[src/rtl/hazard_stall_ctrl_pkg.sv]
// ---------------------------------------------------------------------------
// hazard_stall_ctrl_pkg
//   Shared pipeline definitions used by the hazard/stall controller and by the
//   ID-stage logic that feeds it.
//   - state_e      : memory-wait FSM encoding
//   - REG_ZERO     : register number of the hard-wired zero register
//   - OP_*         : primary opcodes also used by the main control decoder
//   - uses_rt()    : true when an opcode reads the rt register as a source
// ---------------------------------------------------------------------------
package hazard_stall_ctrl_pkg;

    typedef enum logic [1:0] {
        ST_RUN      = 2'b00,
        ST_MEM_WAIT = 2'b01,
        ST_ERR      = 2'b10
    } state_e;

    localparam logic [4:0] REG_ZERO = 5'd0;

    localparam logic [5:0] OP_RTYPE = 6'h00;
    localparam logic [5:0] OP_J     = 6'h02;
    localparam logic [5:0] OP_BEQ   = 6'h04;
    localparam logic [5:0] OP_BNE   = 6'h05;
    localparam logic [5:0] OP_LW    = 6'h23;
    localparam logic [5:0] OP_SW    = 6'h2B;

    // R-type reads rt as its second operand, branches compare rs with rt and
    // sw stores rt. lw and j never read rt, so they cannot hazard on it.
    function automatic logic uses_rt(input logic [5:0] opcode);
        return (opcode == OP_RTYPE) || (opcode == OP_BEQ) ||
               (opcode == OP_BNE)   || (opcode == OP_SW);
    endfunction

endpackage

[src/rtl/hazard_stall_ctrl_sat_counter.sv]
// ---------------------------------------------------------------------------
// sat_counter
//   Saturating up-counter used for the performance counters.
//   Ports:
//     clk    in   clock, rising edge
//     rst_n  in   synchronous active-low clear
//     inc    in   count this cycle
//     count  out  current value; sticks at all-ones instead of wrapping
// ---------------------------------------------------------------------------
module sat_counter #(
    parameter int WIDTH = 16
) (
    input  logic             clk,
    input  logic             rst_n,
    input  logic             inc,
    output logic [WIDTH-1:0] count
);

    logic [WIDTH-1:0] count_q;
    logic [WIDTH-1:0] count_d;

    always_comb begin
        count_d = count_q;
        if (inc && (count_q != {WIDTH{1'b1}})) begin
            count_d = count_q + 1'b1;
        end
    end

    always_ff @(posedge clk) begin
        if (!rst_n) begin
            count_q <= '0;
        end else begin
            count_q <= count_d;
        end
    end

    assign count = count_q;

endmodule

[src/rtl/hazard_stall_ctrl.sv]
// ---------------------------------------------------------------------------
// hazard_stall_ctrl
//   Pipeline sequencer for the 5-stage core. Produces the PC / IF-ID write
//   enables, IF-ID and ID-EX flushes and the whole-pipe freeze for load-use
//   hazards, taken branches (resolved in EX), jumps (decoded in ID) and
//   multi-cycle data-memory accesses. A memory-wait FSM traps into a sticky
//   error state if the memory never answers.
//
//   Ports:
//     clk, rst_n        clock / synchronous active-low reset
//     id_rs, id_rt      source register fields of the ID instruction
//     id_uses_rt        ID instruction reads rt
//     id_jump           ID instruction is a jump
//     ex_memread, ex_rt load in EX and its destination register
//     ex_branch_taken   branch in EX resolved taken
//     mem_req           EX/MEM instruction accesses data memory
//     mem_ready         data memory finishes the access this cycle
//     pc_write          PC may update
//     ifid_write        IF/ID may load
//     ifid_flush        IF/ID loads a NOP
//     idex_flush        ID/EX loads a bubble
//     pipe_freeze       hold PC..EX/MEM, bubble into MEM/WB
//     mem_timeout_err   sticky memory-timeout flag
//     stall_cycles      saturating count of cycles with pc_write=0
//     flush_events      saturating count of cycles with ifid_flush=1
// ---------------------------------------------------------------------------
module hazard_stall_ctrl
    import hazard_stall_ctrl_pkg::*;
#(
    parameter int MEM_TIMEOUT = 255,
    parameter int TO_W        = 8,
    parameter int CNT_W       = 16
) (
    input  logic             clk,
    input  logic             rst_n,
    input  logic [4:0]       id_rs,
    input  logic [4:0]       id_rt,
    input  logic             id_uses_rt,
    input  logic             id_jump,
    input  logic             ex_memread,
    input  logic [4:0]       ex_rt,
    input  logic             ex_branch_taken,
    input  logic             mem_req,
    input  logic             mem_ready,
    output logic             pc_write,
    output logic             ifid_write,
    output logic             ifid_flush,
    output logic             idex_flush,
    output logic             pipe_freeze,
    output logic             mem_timeout_err,
    output logic [CNT_W-1:0] stall_cycles,
    output logic [CNT_W-1:0] flush_events
);

    localparam logic [TO_W-1:0] TIMEOUT_VAL = TO_W'(MEM_TIMEOUT);
    localparam logic [TO_W-1:0] CNT_ONE     = TO_W'(1);

    state_e          state_q,    state_d;
    logic [TO_W-1:0] wait_cnt_q, wait_cnt_d;
    logic            err_q,      err_d;

    logic            load_use;
    logic            mem_wait;

    // -----------------------------------------------------------------------
    // Hazard terms
    // -----------------------------------------------------------------------
    // A load into the zero register never produces a value, so it cannot
    // create a dependency even if the ID instruction names $0.
    always_comb begin
        load_use = ex_memread && (ex_rt != REG_ZERO) &&
                   ((ex_rt == id_rs) || (id_uses_rt && (ex_rt == id_rt)));
    end

    // The freeze is raised in the very cycle the access misses, before the
    // FSM has left RUN, so the stalled instruction is never lost.
    always_comb begin
        mem_wait = ((state_q == ST_RUN) && mem_req && !mem_ready) ||
                   ((state_q == ST_MEM_WAIT) && !mem_ready) ||
                   (state_q == ST_ERR);
    end

    // -----------------------------------------------------------------------
    // Stage control outputs (same-cycle, priority ordered)
    // -----------------------------------------------------------------------
    always_comb begin
        pc_write    = 1'b1;
        ifid_write  = 1'b1;
        ifid_flush  = 1'b0;
        idex_flush  = 1'b0;
        pipe_freeze = 1'b0;

        if (!rst_n) begin
            pc_write   = 1'b0;
            ifid_write = 1'b0;
        end else if (mem_wait) begin
            // Branches/jumps stay frozen in place and are handled on release.
            pipe_freeze = 1'b1;
            pc_write    = 1'b0;
            ifid_write  = 1'b0;
        end else if (ex_branch_taken) begin
            // The instructions in IF and ID are on the wrong path, so any
            // hazard or jump they carry is irrelevant.
            ifid_flush = 1'b1;
            idex_flush = 1'b1;
        end else if (load_use) begin
            // Hold IF and ID one cycle; the bubble lets the load reach MEM/WB
            // so forwarding can supply the value on the next cycle.
            pc_write   = 1'b0;
            ifid_write = 1'b0;
            idex_flush = 1'b1;
        end else if (id_jump) begin
            ifid_flush = 1'b1;
        end
    end

    // -----------------------------------------------------------------------
    // Memory-wait FSM
    // -----------------------------------------------------------------------
    always_comb begin
        state_d    = state_q;
        wait_cnt_d = wait_cnt_q;
        err_d      = err_q;

        case (state_q)
            ST_RUN: begin
                // mem_req is only looked at here; once waiting, only
                // mem_ready can release the pipe.
                if (mem_req && !mem_ready) begin
                    state_d    = ST_MEM_WAIT;
                    wait_cnt_d = CNT_ONE;
                end
            end
            ST_MEM_WAIT: begin
                if (mem_ready) begin
                    state_d    = ST_RUN;
                    wait_cnt_d = '0;
                end else if (wait_cnt_q == TIMEOUT_VAL) begin
                    state_d = ST_ERR;
                    err_d   = 1'b1;
                end else begin
                    wait_cnt_d = wait_cnt_q + 1'b1;
                end
            end
            ST_ERR: begin
                // Dead memory: hold everything until reset.
                state_d = ST_ERR;
            end
            default: begin
                state_d    = ST_RUN;
                wait_cnt_d = '0;
            end
        endcase
    end

    always_ff @(posedge clk) begin
        if (!rst_n) begin
            state_q    <= ST_RUN;
            wait_cnt_q <= '0;
            err_q      <= 1'b0;
        end else begin
            state_q    <= state_d;
            wait_cnt_q <= wait_cnt_d;
            err_q      <= err_d;
        end
    end

    assign mem_timeout_err = err_q;

    // -----------------------------------------------------------------------
    // Performance counters
    // -----------------------------------------------------------------------
    sat_counter #(
        .WIDTH (CNT_W)
    ) u_stall_cnt (
        .clk   (clk),
        .rst_n (rst_n),
        .inc   (!pc_write),
        .count (stall_cycles)
    );

    sat_counter #(
        .WIDTH (CNT_W)
    ) u_flush_cnt (
        .clk   (clk),
        .rst_n (rst_n),
        .inc   (ifid_flush),
        .count (flush_events)
    );

endmodule

[config.mk]
export PLATFORM = sky130hd
export DESIGN_NAME = hazard_stall_ctrl
export DESIGN_NICKNAME = d
export VERILOG_FILES = /design/src/rtl/hazard_stall_ctrl_pkg.sv /design/src/rtl/hazard_stall_ctrl_sat_counter.sv /design/src/rtl/hazard_stall_ctrl.sv
export SDC_FILE = /design/constraint.sdc
export NUM_CORES = 1
export LEC_CHECK = 0
export ABC_AREA = 1
export CORE_MARGIN = 2
export CORE_UTILIZATION = 51
export DETAILED_ROUTE_END_ITERATION = 12
export GPL_ROUTABILITY_DRIVEN = 0
export PLACE_DENSITY = 0.81
export SYNTH_ARGS = -nofsm -noshare
export SYNTH_HDL_FRONTEND = slang
export SYNTH_SLANG_ARGS = --single-unit
[constraint.sdc]
create_clock -name clk -period 2.2 [get_ports clk]
set_clock_uncertainty 0.1 [all_clocks]
set_input_delay 0.44 -clock clk [delete_from_list [all_inputs] [get_ports clk]]
set_output_delay 0.44 -clock clk [all_outputs]
set_load 0.01 [all_outputs]
==> results.json <==
{
  "postRouteAntennaNets": 0,
  "busiest_layer": "met2",
  "dieArea_um2": 6016,
  "final.min_clock_period_ps": 2153,
  "startpoint": "ex_rt[2]",
  "async_flop_share": 0,
  "ys.flop_type": "dfxtp_1",
  "cts_made_buffers": 5,
  "synth_cell_type_count": 30,
  "startpoint_type": "input pin",
  "hold_viol_final": 0,
  "die_w_um": 77.57,
  "reg2regPathDepth": 14,
  "maxSlewHeadroom": 0.7752,
  "clockRootBuffer": "clkbuf_8",
  "irDropWorstVdd_mv": 0.3000,
  "synth_edf_count": 0,
  "avgRoutedWirePerCell_um": 11.92,
  "grtUsageMet3": 0.03953,
  "cts.sinks": 43,
  "tightest_slew_ps": 334.6,
  "setup_slack_ps": 46.82,
  "grt-ovfl-total": 0,
  "crit_arrival_ps": 1610,
  "clkLatencyLatePin_ps": 300,
  "setup_viol": 0,
  "pre_cts_slack_ps": -558.3,
  "syn_nets": 466,
  "crit_path_end": "ifid_flush",
  "p_leak_nw": 1.628,
  "power.density_nw_per_um2": 433.4,
  "routed_wl_um": 7106,
  "critPathSlowestCell": "clkdlybuf4s15_1",
  "grtUsageTotal": 0.2469,
  "antenna_found_initial": 0,
  "p_total_w": 0.001622,
  "syn_inst": 440,
  "crit_chain": "clkdlybuf4s15_1 > nor2_1 > nand3_1 > o21ai_1 > inv_1 > nand3_4 > nand2_4 > a21oi_2 > buf_2",
  "status": "finished, final reports clean",
  "io_buffers": 60,
  "period_share": 0.9787,
  "initial_utilization": 0.5336,
  "synth_seq_cells": 43,
  "fmax_mhz": 464.4,
  "viasPerCell": 5.040,
  "fp-row-count": 26,
  "clk_pin_slew_ps": 80,
  "synthTopCellsByCount": "104 x nand2_1, 68 x inv_1, 66 x nor2_1",
  "grt_max_degree": 21,
  "synth_top_cell_by_area": "dfxtp_1",
  "synth_seq_area_share": 0.3119,
  "htreeDepth": 2,
  "dieHeight_um": 77.57,
  "areaGrowthSynthToFinish_pct": 35.54,
  "yosysTopAreaCellShare": 0.3119,
  "max_cap_violations": 0,
  "via_count": 3004,
  "path_max_fanout": 4,
  "clk_path_buf_depth": 2,
  "cts_tree": "built",
  "met2_usage": 0.4504,
  "n_antenna_cell": 0,
  "synthesis.area_um2": 2760,
  "cp-end-kind": "output pin",
  "r2r_slack_ps": 200,
  "syn_avg_cell_area_um2": 6.273,
  "r2r-start": "state_q[0]",
  "drtIter0Drc": 155,
  "yosys_warnings": 0,
  "cp.required_ps": 1660,
  "criticalPathCategory": "input pin to output pin",
  "drv_slew": 0,
  "final_net_count": 553,
  "dr.pass1.iters": 4,
  "r2r-end": "u_flush_cnt.count[13]",
  "yosys-top-cells-area": "dfxtp_1 31%, nand2_1 14%, inv_1 9.2%",
  "grt_pass1_vias": 2841,
  "max_stage_delay_ps": 230,
  "io_pins": 61,
  "use_met1": 0.2983,
  "yosysMostFrequentCell": "nand2_1",
  "grt_pass1_wl_um": 12290,
  "drive_above_1_share": 0.1293,
  "drc": 0,
  "core_region_area_um2": 5172,
  "hold_class": "register to register",
  "dp_hpwl_um": 5033
}
-- kinds of logic (layout without fill, tap and decap cells) --
group / count (synthesis) / count (layout) / synth area share
fa+ha+maj: 3 / 3 / 0.01360
flops: 43 / 43 / 0.3119
buf+inv: 86 / 172 / 0.1233
xor+xnor: 22 / 22 / 0.06981
compound gates: 41 / 41 / 0.08930
simple gates: 245 / 245 / 0.3921
-- state kept, by name, summed over array words and instances (netlist names) --
| name | cells |
|---|---|
| u_flush_cnt.count | 16 |
| u_stall_cnt.count | 16 |
| wait_cnt_q | 8 |
| state_q | 2 |
| mem_timeout_err | 1 |
-- final cells by class --
cell class	count	area, um2
tap	70	87.58
timing repair buffer	92	823.3
multi-input combinational	311	1617
fill	445	1431
inverter	74	280.3
clock buffer	6	72.57
sequential	43	860.8
-- worst min-delay path by stage --
stage                               start  cells after the start               to  slack (ps)
after floorplan             wait_cnt_q[6]                      1    wait_cnt_q[6]         360
after global placement    mem_timeout_err                      2  mem_timeout_err         340
after detailed placement  mem_timeout_err                      2  mem_timeout_err         350
after CTS                 mem_timeout_err                      2  mem_timeout_err         360
after global routing      mem_timeout_err                      2  mem_timeout_err         390
final                     mem_timeout_err                      2  mem_timeout_err         360
-- cell usage in the layout (no fill, tap or decap), drive strengths merged --
cell type,count
nand2,107
inv,74
nor2,67
dfxtp,43
nand3,40
clkdlybuf4s50,38
buf,36
a21oi,22
nand4,16
nor3,15
xor2,13
o21bai,13
xnor2,9
clkbuf,9
dlygate4sd2,8
clkdlybuf4s15,4
o21ai,4
ha,3
dlymetal6s2s,3
a211oi,1
o21a,1
-- per-stage QoR --
step,TNS [ps],utilization,area (um2),hold WS (ps),cells
after floorplan,0,-,2760,355.6,440
final,0,0.7233,3741,357.5,596
after detailed placement,-6233,0.6880,3558,349.7,581
after global routing,-63.67,0.7233,3741,389.5,596
after global placement,-5092,0.6880,3558,341.9,581
after CTS,0,0.7182,3715,363.5,595
-- repair_timing --
item	CTS	global route
hold buffers	0	0
endpoints found under the hold margin	0	0
pin swaps	8	15
buffers inserted	9	1
setup endpoints to repair	5	14
gates cloned	0	1
resized for setup	47	19
-- routing by layer --
layer / wire [um] / vias to the layer above
li1: - / 1559
met1: 3092 / 1349
met5: 0 / -
met3: 272 / 13
met4: 121 / 0
met2: 3620 / 83
-- power by group --
group          internal, W  switching [W]  total [W]
Clock             0.000212       0.000268   0.000480
Sequential        0.000796      0.0000184   0.000815
Combinational     0.000155       0.000171   0.000326
Total              0.00116       0.000458    0.00162
-- worst max-delay path: cells and delay by family --
family,cells,cell delay [ps]
AOI/OAI and AO/OA,2,290
and+or+nand+nor,4,390
buffers and inverters,3,490
No activity file was read; power rests on OpenSTA's default activity.
